[src/rtl/pcs_receive_if.sv]
// GMII-side receive bundle for the 1000BASE-X PCS receive block:
// aligned code-groups and sync status in, decoded octets and status out.
interface pcs_receive_if;
  logic       sync_status;
  logic [9:0] rx_code_group;
  logic [7:0] RXD;
  logic       RX_DV;
  logic       RX_ER;
  logic       receiving;

  modport master (
    output sync_status,
    output rx_code_group,
    input  RXD,
    input  RX_DV,
    input  RX_ER,
    input  receiving
  );

  modport slave (
    input  sync_status,
    input  rx_code_group,
    output RXD,
    output RX_DV,
    output RX_ER,
    output receiving
  );
endinterface

[src/rtl/pcs_receive.sv]
// 1000BASE-X PCS receive: 8b/10b decode with running-disparity check feeding a
// receive state machine that produces registered RXD/RX_DV/RX_ER/receiving.
module pcs_receive (
  input  logic         GTX_CLK,
  input  logic         mr_main_reset,
  pcs_receive_if.slave rx
);

  localparam logic [2:0] ST_LINK_FAILED   = 3'd0;
  localparam logic [2:0] ST_WAIT_FOR_K    = 3'd1;
  localparam logic [2:0] ST_RX_K          = 3'd2;
  localparam logic [2:0] ST_IDLE_D        = 3'd3;
  localparam logic [2:0] ST_FALSE_CARRIER = 3'd4;
  localparam logic [2:0] ST_RECEIVE       = 3'd5;
  localparam logic [2:0] ST_EPD           = 3'd6;

  localparam logic [7:0] OCT_PREAMBLE      = 8'h55;
  localparam logic [7:0] OCT_FALSE_CARRIER = 8'h0E;

  function automatic logic [2:0] f_ones6(input logic [5:0] v);
    logic [2:0] n;
    n = '0;
    for (int i = 0; i < 6; i++) n = n + 3'(v[i]);
    return n;
  endfunction

  function automatic logic [2:0] f_ones4(input logic [3:0] v);
    logic [2:0] n;
    n = '0;
    for (int i = 0; i < 4; i++) n = n + 3'(v[i]);
    return n;
  endfunction

  logic [2:0] r_state;
  logic       r_rd;         // running disparity, 1 = RD+
  logic [7:0] r_rxd;
  logic       r_rx_dv;
  logic       r_rx_er;
  logic       r_receiving;

  logic [5:0] w_6b;
  logic [3:0] w_4b;
  logic [2:0] w_ones6;
  logic [2:0] w_ones4;
  logic [4:0] w_x;
  logic       w_6_known;
  logic       w_6_k28;
  logic       w_6_legal;
  logic       w_rd_mid;
  logic       w_kx7;
  logic       w_alt_ok;
  logic [3:0] w_4k;
  logic [2:0] w_y;
  logic       w_4_legal;
  logic       w_k;
  logic       w_valid;
  logic       w_is_d;
  logic       w_is_k285;
  logic       w_is_s;
  logic       w_is_t;
  logic       w_is_r;
  logic       w_rd_base;
  logic       w_rd_next;

  logic [2:0] w_state_next;
  logic [7:0] w_rxd_next;
  logic       w_rx_dv_next;
  logic       w_rx_er_next;
  logic       w_receiving_next;

  assign w_6b    = rx.rx_code_group[9:4];
  assign w_4b    = rx.rx_code_group[3:0];
  assign w_ones6 = f_ones6(w_6b);
  assign w_ones4 = f_ones4(w_4b);

  // 5b/6b table: either RD form maps to the same EDCBA value
  always_comb begin
    w_x       = '0;
    w_6_known = 1'b1;
    w_6_k28   = 1'b0;
    case (w_6b)
      6'b100111, 6'b011000: w_x = 5'd0;
      6'b011101, 6'b100010: w_x = 5'd1;
      6'b101101, 6'b010010: w_x = 5'd2;
      6'b110001:            w_x = 5'd3;
      6'b110101, 6'b001010: w_x = 5'd4;
      6'b101001:            w_x = 5'd5;
      6'b011001:            w_x = 5'd6;
      6'b111000, 6'b000111: w_x = 5'd7;
      6'b111001, 6'b000110: w_x = 5'd8;
      6'b100101:            w_x = 5'd9;
      6'b010101:            w_x = 5'd10;
      6'b110100:            w_x = 5'd11;
      6'b001101:            w_x = 5'd12;
      6'b101100:            w_x = 5'd13;
      6'b011100:            w_x = 5'd14;
      6'b010111, 6'b101000: w_x = 5'd15;
      6'b011011, 6'b100100: w_x = 5'd16;
      6'b100011:            w_x = 5'd17;
      6'b010011:            w_x = 5'd18;
      6'b110010:            w_x = 5'd19;
      6'b001011:            w_x = 5'd20;
      6'b101010:            w_x = 5'd21;
      6'b011010:            w_x = 5'd22;
      6'b111010, 6'b000101: w_x = 5'd23;
      6'b110011, 6'b001100: w_x = 5'd24;
      6'b100110:            w_x = 5'd25;
      6'b010110:            w_x = 5'd26;
      6'b110110, 6'b001001: w_x = 5'd27;
      6'b001110:            w_x = 5'd28;
      6'b101110, 6'b010001: w_x = 5'd29;
      6'b011110, 6'b100001: w_x = 5'd30;
      6'b101011, 6'b010100: w_x = 5'd31;
      6'b001111, 6'b110000: begin
        w_x     = 5'd28;
        w_6_k28 = 1'b1;
      end
      default: w_6_known = 1'b0;
    endcase
  end

  // 6b legality against current RD; D7 is neutral but RD-dependent
  always_comb begin
    w_6_legal = 1'b0;
    if (w_6_known) begin
      if (w_ones6 == 3'd4)         w_6_legal = !r_rd;
      else if (w_ones6 == 3'd2)    w_6_legal = r_rd;
      else if (w_6b == 6'b111000)  w_6_legal = !r_rd;
      else if (w_6b == 6'b000111)  w_6_legal = r_rd;
      else                         w_6_legal = 1'b1;
    end
  end

  assign w_rd_mid = (w_ones6 > 3'd3) ? 1'b1 : (w_ones6 < 3'd3) ? 1'b0 : r_rd;
  assign w_kx7    = !w_6_k28 && ((w_x == 5'd23) || (w_x == 5'd27) ||
                                 (w_x == 5'd29) || (w_x == 5'd30));
  // D.x.A7 is mandatory where the primary .7 would create a run of five
  assign w_alt_ok = w_rd_mid ? ((w_x == 5'd11) || (w_x == 5'd13) || (w_x == 5'd14))
                             : ((w_x == 5'd17) || (w_x == 5'd18) || (w_x == 5'd20));

  // 3b/4b table with legality against the RD left by the 6b sub-block
  always_comb begin
    w_y       = '0;
    w_4_legal = 1'b0;
    w_k       = 1'b0;
    w_4k      = w_rd_mid ? w_4b : ~w_4b;
    if (w_6_k28) begin
      w_k       = 1'b1;
      w_4_legal = 1'b1;
      case (w_4k)
        4'b0100: w_y = 3'd0;
        4'b1001: w_y = 3'd1;
        4'b0101: w_y = 3'd2;
        4'b0011: w_y = 3'd3;
        4'b0010: w_y = 3'd4;
        4'b1010: w_y = 3'd5;
        4'b0110: w_y = 3'd6;
        4'b1000: w_y = 3'd7;
        default: w_4_legal = 1'b0;
      endcase
    end else begin
      case (w_4b)
        4'b0100: begin w_y = 3'd0; w_4_legal = w_rd_mid;  end
        4'b1011: begin w_y = 3'd0; w_4_legal = !w_rd_mid; end
        4'b1001: begin w_y = 3'd1; w_4_legal = 1'b1;      end
        4'b0101: begin w_y = 3'd2; w_4_legal = 1'b1;      end
        4'b0011: begin w_y = 3'd3; w_4_legal = w_rd_mid;  end
        4'b1100: begin w_y = 3'd3; w_4_legal = !w_rd_mid; end
        4'b0010: begin w_y = 3'd4; w_4_legal = w_rd_mid;  end
        4'b1101: begin w_y = 3'd4; w_4_legal = !w_rd_mid; end
        4'b1010: begin w_y = 3'd5; w_4_legal = 1'b1;      end
        4'b0110: begin w_y = 3'd6; w_4_legal = 1'b1;      end
        4'b0001: begin w_y = 3'd7; w_4_legal = w_rd_mid && !w_alt_ok;  end
        4'b1110: begin w_y = 3'd7; w_4_legal = !w_rd_mid && !w_alt_ok; end
        4'b1000: begin
          w_y       = 3'd7;
          w_k       = w_kx7;
          w_4_legal = w_rd_mid && (w_kx7 || w_alt_ok);
        end
        4'b0111: begin
          w_y       = 3'd7;
          w_k       = w_kx7;
          w_4_legal = !w_rd_mid && (w_kx7 || w_alt_ok);
        end
        default: w_4_legal = 1'b0;
      endcase
    end
  end

  assign w_valid   = w_6_legal && w_4_legal;
  assign w_is_d    = w_valid && !w_k;
  assign w_is_k285 = w_valid && w_k && w_6_k28 && (w_y == 3'd5);
  assign w_is_s    = w_valid && w_k && !w_6_k28 && (w_x == 5'd27);
  assign w_is_t    = w_valid && w_k && !w_6_k28 && (w_x == 5'd29);
  assign w_is_r    = w_valid && w_k && !w_6_k28 && (w_x == 5'd23);

  // Invalid groups resync RD from the 4b sub-block only
  assign w_rd_base = w_valid ? w_rd_mid : r_rd;
  assign w_rd_next = (w_ones4 > 3'd2) ? 1'b1 : (w_ones4 < 3'd2) ? 1'b0 : w_rd_base;

  // Next state and next registered outputs for the current code-group
  always_comb begin
    w_state_next     = r_state;
    w_rxd_next       = '0;
    w_rx_dv_next     = 1'b0;
    w_rx_er_next     = 1'b0;
    w_receiving_next = 1'b0;
    if (!rx.sync_status) begin
      w_state_next = ST_LINK_FAILED;
      if (r_state == ST_RECEIVE) begin
        w_rx_dv_next     = 1'b1;
        w_rx_er_next     = 1'b1;
        w_receiving_next = 1'b1;
      end
    end else begin
      case (r_state)
        ST_LINK_FAILED: w_state_next = ST_WAIT_FOR_K;
        ST_WAIT_FOR_K: begin
          if (w_is_k285) w_state_next = ST_RX_K;
        end
        ST_RX_K: w_state_next = w_is_d ? ST_IDLE_D : ST_WAIT_FOR_K;
        ST_IDLE_D: begin
          if (w_is_k285) begin
            w_state_next = ST_RX_K;
          end else if (w_is_s) begin
            w_state_next     = ST_RECEIVE;
            w_rxd_next       = OCT_PREAMBLE;
            w_rx_dv_next     = 1'b1;
            w_receiving_next = 1'b1;
          end else begin
            w_state_next     = ST_FALSE_CARRIER;
            w_rxd_next       = OCT_FALSE_CARRIER;
            w_rx_er_next     = 1'b1;
            w_receiving_next = 1'b1;
          end
        end
        ST_FALSE_CARRIER: begin
          if (w_is_k285) begin
            w_state_next = ST_RX_K;
          end else begin
            w_rxd_next       = OCT_FALSE_CARRIER;
            w_rx_er_next     = 1'b1;
            w_receiving_next = 1'b1;
          end
        end
        ST_RECEIVE: begin
          if (w_is_d) begin
            w_rxd_next       = {w_y, w_x};
            w_rx_dv_next     = 1'b1;
            w_receiving_next = 1'b1;
          end else if (w_is_t) begin
            w_state_next = ST_EPD;
          end else begin
            // early end (comma) and /V/, /S/, /R/ all flag an errored octet
            if (w_is_k285) w_state_next = ST_RX_K;
            w_rx_dv_next     = 1'b1;
            w_rx_er_next     = 1'b1;
            w_receiving_next = 1'b1;
          end
        end
        ST_EPD: begin
          if (w_is_k285)   w_state_next = ST_RX_K;
          else if (!w_is_r) w_state_next = ST_WAIT_FOR_K;
        end
        default: w_state_next = ST_LINK_FAILED;
      endcase
    end
  end

  // State, running disparity and output registers
  always_ff @(posedge GTX_CLK or posedge mr_main_reset) begin
    if (mr_main_reset) begin
      r_state     <= ST_LINK_FAILED;
      r_rd        <= 1'b0;
      r_rxd       <= '0;
      r_rx_dv     <= 1'b0;
      r_rx_er     <= 1'b0;
      r_receiving <= 1'b0;
    end else begin
      r_state     <= w_state_next;
      r_rd        <= w_rd_next;
      r_rxd       <= w_rxd_next;
      r_rx_dv     <= w_rx_dv_next;
      r_rx_er     <= w_rx_er_next;
      r_receiving <= w_receiving_next;
    end
  end

  assign rx.RXD       = r_rxd;
  assign rx.RX_DV     = r_rx_dv;
  assign rx.RX_ER     = r_rx_er;
  assign rx.receiving = r_receiving;

endmodule

[src/flat_wrapper.sv]
// flat-port wrapper written by rule: the top's interface ports become plain ports
module pcs_receive_flat 
  (GTX_CLK, mr_main_reset, rx_sync_status, rx_rx_code_group, rx_RXD, rx_RX_DV, rx_RX_ER, rx_receiving);
  pcs_receive_if rx_i ();
  input  logic GTX_CLK;
  input  logic mr_main_reset;
  input wire logic [$bits(rx_i.sync_status)-1:0] rx_sync_status;
  input wire logic [$bits(rx_i.rx_code_group)-1:0] rx_rx_code_group;
  output wire logic [$bits(rx_i.RXD)-1:0] rx_RXD;
  output wire logic [$bits(rx_i.RX_DV)-1:0] rx_RX_DV;
  output wire logic [$bits(rx_i.RX_ER)-1:0] rx_RX_ER;
  output wire logic [$bits(rx_i.receiving)-1:0] rx_receiving;
  assign rx_i.sync_status = rx_sync_status;
  assign rx_i.rx_code_group = rx_rx_code_group;
  assign rx_RXD = rx_i.RXD;
  assign rx_RX_DV = rx_i.RX_DV;
  assign rx_RX_ER = rx_i.RX_ER;
  assign rx_receiving = rx_i.receiving;
  pcs_receive u_core (.GTX_CLK(GTX_CLK), .mr_main_reset(mr_main_reset), .rx(rx_i));
endmodule
[config.mk]
export PLATFORM = sky130hd
export DESIGN_NAME = pcs_receive_flat
export DESIGN_NICKNAME = d
export VERILOG_FILES = /design/src/rtl/pcs_receive_if.sv /design/src/rtl/pcs_receive.sv /design/src/flat_wrapper.sv
export SDC_FILE = /design/constraint.sdc
export NUM_CORES = 1
export LEC_CHECK = 0
export ABC_AREA = 1
export ABC_CLOCK_PERIOD_IN_PS = 3350
export CAP_MARGIN = 25
export CORE_AREA = 8 8 87 89
export CTS_BUF_LIST = sky130_fd_sc_hd__clkbuf_8 sky130_fd_sc_hd__clkbuf_16
export CTS_CLUSTER_SIZE = 16
export DETAILED_ROUTE_END_ITERATION = 12
export DIE_AREA = 0 0 95 97
export GPL_TIMING_DRIVEN = 0
export PLACE_DENSITY = 0.65
export SETUP_SLACK_MARGIN = 0.2
export SLEW_MARGIN = 40
export SYNTH_ARGS = -nofsm -noshare
export SYNTH_HDL_FRONTEND = slang
export SYNTH_SLANG_ARGS = --single-unit
[constraint.sdc]
create_clock -name GTX_CLK -period 3.35 [get_ports GTX_CLK]
set_input_delay 0.8375 -clock GTX_CLK [delete_from_list [all_inputs] [get_ports GTX_CLK]]
set_output_delay 0.8375 -clock GTX_CLK [all_outputs]
set_load 0.02 [all_outputs]
==> results of run 1 <==
cell usage after synthesis (all sizes together):
library cell | instances | area share (%)
nand2 | 135 | 20
nor2 | 106 | 17
inv | 68 | 9.8
nand3 | 68 | 13
a21oi | 15 | 2.9
dfrtp | 15 | 14
ha | 10 | 4.8
o21ai | 10 | 1.9
buf | 8 | 2.3
nand4 | 6 | 2.0
nor3 | 6 | 1.1
fa | 4 | 3.1
xor2 | 4 | 1.3
a211oi | 3 | 0.86
clkbuf | 3 | 0.43
a31oi | 2 | 0.72
nor4 | 2 | 0.48
o22ai | 2 | 0.48
a22oi | 1 | 0.29
and2 | 1 | 0.24
clkinv | 1 | 0.14
nand3b | 1 | 0.29
nor3b | 1 | 0.29
o211ai | 1 | 0.29
o221ai | 1 | 0.33
o311ai | 1 | 0.33
o41ai | 1 | 0.33
or3b | 1 | 0.33
critical path: stages:
cell and delay (ps):
buf_12 90, inv_12 30, ha_4 240, inv_2 30
fa_1 450, fa_2 340, inv_2 60, fa_1 430
nand3_2 100, nand2_4 100, xor2_2 280, nor2_1 110
nand2_1 80, nand2_2 70, or3b_4 400, nor3_4 220
nand3_4 160, nand2_2 90, nand2_1 50, nor2_1 100
nand2_1 60, nand2_1 50, nand2_1 40
metrics by stage:
| stage | total power, mW | instance area [um^2] | setup slack (ps) |
|---|---|---|---|
| floorplan | 0.526 | 2730 | -878 |
| global placement | 0.607 | 3040 | -1800 |
| detailed placement | 0.610 | 3040 | -1850 |
| CTS | 0.852 | 3280 | -1070 |
| global route | 0.939 | 3310 | -1160 |
| finish | 0.862 | 3310 | -924 |
routing by layer:
| layer | global-route usage (%) | share of wire (%) |
|---|---|---|
| met3 | 2.32 | 6.1 |
| met4 | 4.21 | 1.7 |
| met2 | 25.8 | 45 |
| met1 | 22.8 | 47 |
| met5 | 0 | 0 |
cell families after synthesis:
logic type,after synthesis,share of synthesized area (%)
and+or+nand+nor,327,55.4
buffers and inverters,80,12.7
AOI/OAI and AO/OA,37,8.41
DFF,15,14.3
adders and majority gates,14,7.84
xor gates and xnor gates,4,1.34
cell usage in the layout (no fill, tap or decap), drive strengths merged:
master / synthesis / routed
xor2: 4 / 4
a21oi: 15 / 15
dlygate4sd2: 0 / 1
a31oi: 2 / 2
o41ai: 1 / 1
o22ai: 2 / 2
nor4: 2 / 2
dfrtp: 15 / 15
nor2: 106 / 106
and2: 1 / 1
nand2: 135 / 135
nand4: 6 / 6
inv: 68 / 68
clkbuf: 3 / 6
buf: 8 / 28
fa: 4 / 4
nand3b: 1 / 1
o311ai: 1 / 1
a211oi: 3 / 3
nor3: 6 / 6
nand3: 68 / 68
or3b: 1 / 1
clkinv: 1 / 2
o221ai: 1 / 1
o211ai: 1 / 1
ha: 10 / 10
o21ai: 10 / 10
clkdlybuf4s50: 0 / 17
nor3b: 1 / 1
a22oi: 1 / 1
power groups by stage:
stage | Sequential (mW) | Clock, mW | Combinational, mW
2_1_floorplan | 0.193 | 0 | 0.333
3_3_place_gp | 0.194 | 0 | 0.413
3_5_place_dp | 0.194 | 0 | 0.416
4_1_cts | 0.191 | 0.148 | 0.513
5_1_grt | 0.191 | 0.160 | 0.587
6_report | 0.191 | 0.144 | 0.528
final cells by class:
class	instances	area share, %
plain buffers	11	2.19
clock buffers	3	1.25
clock inverters	1	0.113
inverters	69	8.50
multi-input cells	382	62.9
flip-flops and latches	15	11.3
well taps	77	2.91
repair buffers	38	10.8
registers in the layout, indices dropped and copies added, names as in the netlist:
register,flops
u_core.rx.RXD,8
u_core.r_state,3
u_core.r_rd,1
u_core.rx.RX_DV,1
u_core.rx.RX_ER,1
u_core.rx.receiving,1
what timing repair did:
item	4_1_cts	5_1_grt
gates cloned	0	0
gates resized for setup	38	10
setup endpoints to repair	15	15
hold buffers	0	0
pin swaps	25	16
buffers inserted	15	2
worst min path at each step:
stage                        to   startpoint  cells after the start
CTS                 u_core.r_rd  u_core.r_rd                      2
global placement    u_core.r_rd  u_core.r_rd                      2
detailed placement  u_core.r_rd  u_core.r_rd                      2
finish              u_core.r_rd  u_core.r_rd                      2
global route        u_core.r_rd  u_core.r_rd                      2
floorplan           u_core.r_rd  u_core.r_rd                      2
==> key figures, run 1 <==
Outcome
  • Status: complete, but fails checks
  • Failing checks: setup timing

Synthesis
  • Yosys reg bits: 15
  • Synth warn: 0
  • Cells after Synth: 477
  • Count of cell types in the netlist: 39
  • Average size of a mapped cell: 5.49 um^2
  • Syn Nets: 504
  • Sequential area share after synthesis: 14.3%
  • Synth Cell Area: 2620 um^2

GRT
  • Largest net degree at the start of global routing: 16
  • Global route total overflow: 0
  • Initial antenna violation count: 0
  • Vias in the first global route: 2942
  • Tot GR Track Use: 16.5%
  • Global-route wire length before repair: 13.0 mm

Power
  • Sw Pwr: 0.379 mW
  • Internal: 0.483 mW
  • Peak supply drop: 200 uV
  • Leakage: 1.72 nW
  • Net Sw Frac: 43.9%
  • Comb pwr share: 61.2%
  • Clock power share: 16.7%
  • Sequential power share: 22.1%
  • Power Density: 260 nW/um^2

Floorplan
  • Die ar.: 9220 um^2
  • Initial Utilization: 42.2%
  • Chip width: 95 um
  • Core area: 6200 um^2
  • Die Height: 97 um
  • Total I/O pin count: 24
  • Row Count: 29

Detailed routing
  • Routed WL: 7.33 mm
  • Vias/cell: 5.21
  • Vias: 3107
  • WL/cell: 12.3 um
  • Starting DRT DRC Count: 183
  • DRC viols: 0
  • Drt pass-1 iters: 5
  • Post-route antenna net violation count: 0

Placed design
  • Post-DP HPWL: 5.75 mm
  • Input/output buffers: 21
  • GP Congestion: 0.966
  • Post-Place Cells: 575

Clock network
  • CTS tree: done
  • Root buffer cell: clkbuf_8
  • TritonCTS Buffers: 3
  • H-tree Lvls: 1
  • Clock sinks: 15
  • Clock Latency Late Sink: 240 ps
  • Max clock buf depth: 2
  • Clock transition at path regs: 60 ps

STA
  • Slew @ Worst Pin: 742 ps
  • Period utilization: 128%
  • TNS Setup: -12510 ps
  • Final worst slack: -924 ps
  • Final Hold Fails: 0
  • Maximum clock rate: 0.234 GHz
  • Final setup viols: 15
  • Final Max Slew Viols: 0
  • Relative slew slack: 49.9%
  • Layout Skew: 3.15 ps
  • Final hold slack: 604 ps
  • RSZ-0062 raised after global routing: true
  • Fin crit period: 4270 ps

Worst setup path
  • Crit end category: flip-flop
  • FF-to-FF Start: u_core.r_rd
  • Crit-path max FO: 7
  • Critical path launch point type: input port
  • Reg2Reg Depth: 15
  • Worst setup path endpoint: u_core.r_state[0]
  • CP startpoint: rx_rx_code_group[5]
  • Worst EP required: 3490 ps
  • Worst reg2reg endpoint: u_core.r_state[0]
  • Critical path arrival: 4410 ps
  • Crit Path Category: input port to flip-flop
  • FF-to-FF setup slack: 900 ps

Finish
  • Final Util: 53.4%
  • Diode count: 0
  • Number of fillers in the final layout: 645
  • Share of layout cells above drive strength 1: 18.1%
  • Area growth syn-to-layout: 26.6%
  • Register area: 375 um^2
  • Fin cells: 596
  • Multi-input gate area: 2080 um^2
  • Nets: 547

Hold path
  • Worst hold path type: flip-flop to flip-flop

Job
  • Max-cap violations: 0
Power figures use the tool's default switching activity.
==> run 2, diff against run 1 <==
--- a/config.mk
+++ b/config.mk
@@ -10,7 +10,7 @@
 export CAP_MARGIN = 25
 export CORE_AREA = 8 8 87 89
 export CTS_BUF_LIST = sky130_fd_sc_hd__clkbuf_8 sky130_fd_sc_hd__clkbuf_16
-export CTS_CLUSTER_SIZE = 16
+export CTS_CLUSTER_SIZE = 28
 export DETAILED_ROUTE_END_ITERATION = 12
 export DIE_AREA = 0 0 95 97
 export GPL_TIMING_DRIVEN = 0
==> results of run 2 <==
Final layout, timing and power as in run 1 (identical DEF).
==> run 3, diff against run 2 <==
--- a/config.mk
+++ b/config.mk
@@ -5,7 +5,6 @@
 export SDC_FILE = /design/constraint.sdc
 export NUM_CORES = 1
 export LEC_CHECK = 0
-export ABC_AREA = 1
 export ABC_CLOCK_PERIOD_IN_PS = 3350
 export CAP_MARGIN = 25
 export CORE_AREA = 8 8 87 89
@@ -14,7 +13,7 @@
 export DETAILED_ROUTE_END_ITERATION = 12
 export DIE_AREA = 0 0 95 97
 export GPL_TIMING_DRIVEN = 0
-export PLACE_DENSITY = 0.65
+export PLACE_DENSITY = 0.66
 export SETUP_SLACK_MARGIN = 0.2
 export SLEW_MARGIN = 40
 export SYNTH_ARGS = -nofsm -noshare
==> run 3 against run 2 <==
Effect of this change: the run still ends with setup timing left; sequential power fell by 3%; maximum frequency grew 0.13%; clock power about the same; critical path depth is 3 lower; highest routed layer unchanged; sequential cell count unchanged; cell count is 22% lower; count of clock-buffer cells in the layout stayed put; cell area is 3.9% higher; sequential share of layout area is 0.42 points lower; largest power group unchanged; worst setup slack gained 5.6 ps; wire length is 6.8% higher.
==> key figures, run 3 <==
Synthesis
  • Count leader, synth: inv_1
  • Commonest register cell after synthesis: dfrtp_1
  • Commonest cells in the netlist: 23 x inv_1, 22 x nor2_1, 21 x nand2_1
  • Area leader, netlist: dfrtp_1
  • Yosys reg bits: 15
  • Cells after Synth: 334
  • Synth warn: 0
  • Synth Cell Area: 2660 um^2
  • Post-synth EDFFs: 0
  • Count of cell types in the netlist: 84
  • Average size of a mapped cell: 7.98 um^2
  • Post-synth ARST share: 100%
  • Synth top area share: 14.1%
  • Largest cells by area after synthesis: dfrtp_1 14%, ha_1 4.7%, o21ai_0 3.6%
  • Syn Nets: 361
  • Sequential area share after synthesis: 14.1%

STA
  • Slew @ Worst Pin: 781 ps
  • Final worst slack: -919 ps
  • Period utilization: 127%
  • Final setup viols: 15
  • Layout Skew: 0.825 ps
  • Fin crit period: 4270 ps
  • Maximum clock rate: 0.234 GHz
  • Final Max Slew Viols: 0
  • Final Hold Fails: 0
  • Final hold slack: 707 ps
  • Relative slew slack: 46.6%
  • RSZ-0062 raised after global routing: true

Hold path
  • Hold_sp: u_core.r_state[1]
  • Hold endpoint: u_core.r_state[0]
  • Hold path cells: 3
  • Worst hold path type: flip-flop to flip-flop

Worst setup path
  • FF-to-FF setup slack: 620 ps
  • Worst EP required: 3470 ps
  • Critical path arrival: 4390 ps
  • Crit end category: flip-flop
  • Crit Path Category: input port to flip-flop
  • Worst reg2reg endpoint: u_core.rx.RXD[1]
  • Reg2Reg Depth: 13
  • Crit-path max FO: 6
  • Slowest-stage cell, CP: fa_1
  • FF-to-FF Start: u_core.r_rd
  • Critical path launch point type: input port
  • Max incr delay on CP: 510 ps
  • CP Cell Sequence: buf_12, inv_12, ha_4, inv_2, fa_1, fa_2, inv_2, fa_1, nand3b_1, buf_6, a211o_1, a31oi_1, o21ai_1, o211ai_1, buf_4, buf_6, nor2_4, o211a_4, o211ai_4, o22ai_1

Finish
  • Most frequent cells in the layout: 28 x buf_4, 21 x nor2_1, 21 x nand2_1
  • Area growth syn-to-layout: 29.2%
  • Nets: 415
  • Diode count: 0
  • Share of layout cells above drive strength 1: 26.9%
  • Max reg flops: 8
  • Most common cell after layout, fill and taps aside: buf_4

Outcome
  • Failing checks: setup timing
  • Status: complete, but fails checks

Detailed routing
  • Vias/cell: 6.23
  • Starting DRT DRC Count: 259
  • Routed WL: 7.82 mm
  • Vias: 2891
  • Post-route antenna net violation count: 0
  • DRC viols: 0
  • WL/cell: 16.9 um
  • Drt pass-1 iters: 5

Floorplan
  • Chip width: 95 um
  • Die Height: 97 um
  • Row Count: 29
  • Initial Utilization: 42.9%
  • Total I/O pin count: 24
  • Die ar.: 9220 um^2
  • Core area: 6200 um^2

Power
  • Design Power: 0.861 mW
  • Leakage: 1.32 nW
  • Power Density: 250 nW/um^2
  • Peak supply drop: 144 uV

Clock network
  • Clock transition at path regs: 60 ps
  • H-tree Lvls: 1
  • Clock sinks: 15
  • Clock Latency Late Sink: 250 ps
  • CTS tree: done
  • Root buffer cell: clkbuf_8
  • TritonCTS Buffers: 3
  • Max clock buf depth: 2

GRT
  • Largest net degree at the start of global routing: 16
  • Tot GR Track Use: 17.2%
  • Vias in the first global route: 2671
  • Global route total overflow: 0
  • Initial antenna violation count: 0
  • Global-route wire length before repair: 13.2 mm

Placed design
  • GP Congestion: 0.920
  • Input/output buffers: 22
  • Post-DP HPWL: 5.82 mm
  • Setup WS pre-CTS: -2290 ps

Job
  • Max-cap violations: 0
==> run 3: cell count changes after synthesis, sizes merged, moves of 8 or more <==
cell    previous run  this run
nor2             106        22
nand3b             1        10
o22ai              2        11
o21ai             10        30
nand2b             0        10
nand2            135        21
nor2b              0         8
nand3             68        11
inv               68        23
==> run 3: power breakdown <==
part           switching, mW  internal [mW]
sequential           0.00162          0.184
clock                 0.0601         0.0812
combinational          0.291          0.243
==> run 3: how the worst max path moves through the flow <==
stage | startpoint | endpoint | slack [ps] | cells after the start
5_1_grt | rx_rx_code_group[4] | u_core.r_state[2] | -1050 | 19
4_1_cts | rx_rx_code_group[4] | u_core.r_state[2] | -890 | 19
3_5_place_dp | rx_rx_code_group[4] | u_core.r_state[2] | -2290 | 18
3_3_place_gp | rx_rx_code_group[4] | u_core.r_state[2] | -2260 | 18
2_1_floorplan | rx_rx_code_group[4] | u_core.rx.RX_ER | -1150 | 17
6_report | rx_rx_code_group[4] | u_core.rx.RXD[1] | -920 | 20
==> run 3: layout make-up <==
cell class              instances  area [um^2]
repair buffers                 49          442
flip-flops and latches         15          375
fillers                       582         2760
plain buffers                  21          154
inverters                      24          111
well taps                      77         96.3
multi-input cells             274         2220
clock inverters                 1         3.75
clock buffers                   3         41.3
==> run 3: worst max-delay path: cells and delay by family <==
kind | cells | cell delay (ps)
adder cells (fa/ha/maj) | 4 | 1430
AND/OR/NAND/NOR | 2 | 160
AO/OA/AOI/OAI | 7 | 1330
buffers and inverters | 7 | 620
==> run 3: stage by stage <==
step           TNS (ps)  utilization [%]  cell area (um^2)  instances
2_1_floorplan    -15950                -              2710        334
3_3_place_gp     -32450             48.8              3030        433
3_5_place_dp     -33200             48.8              3030        433
4_1_cts          -12470             53.9              3350        459
5_1_grt          -15020             55.5              3440        464
6_report         -12960             55.5              3440        464
==> run 3: logic make-up (layout without fill, tap and decap cells) <==
family	after synthesis	in the layout	synth area share [%]
and+or+nand+nor	136	136	31.7
AOI/OAI and AO/OA	116	116	35.5
buffers and inverters	45	98	8.08
DFF	15	15	14.1
adders and majority gates	14	14	7.70
muxes	5	5	2.02
xor gates and xnor gates	3	3	0.987
==> run 3: metal layers <==
metal / vias to the layer above / GRT usage, % / share of wire (%)
met3: 13 / 1.85 / 6.3
met2: 115 / 26.6 / 47
met1: 1376 / 24.4 / 46
met5: - / 0 / 0
met4: 0 / 4.09 / 1.3
li1: 1387 / - / -
==> run 3: timing repair <==
action	4_1_cts	5_1_grt
pin swaps	22	13
gates resized for setup	44	12
setup endpoints to repair	15	15
setup buffers	22	5
hold buffers	0	0
gates cloned	0	0
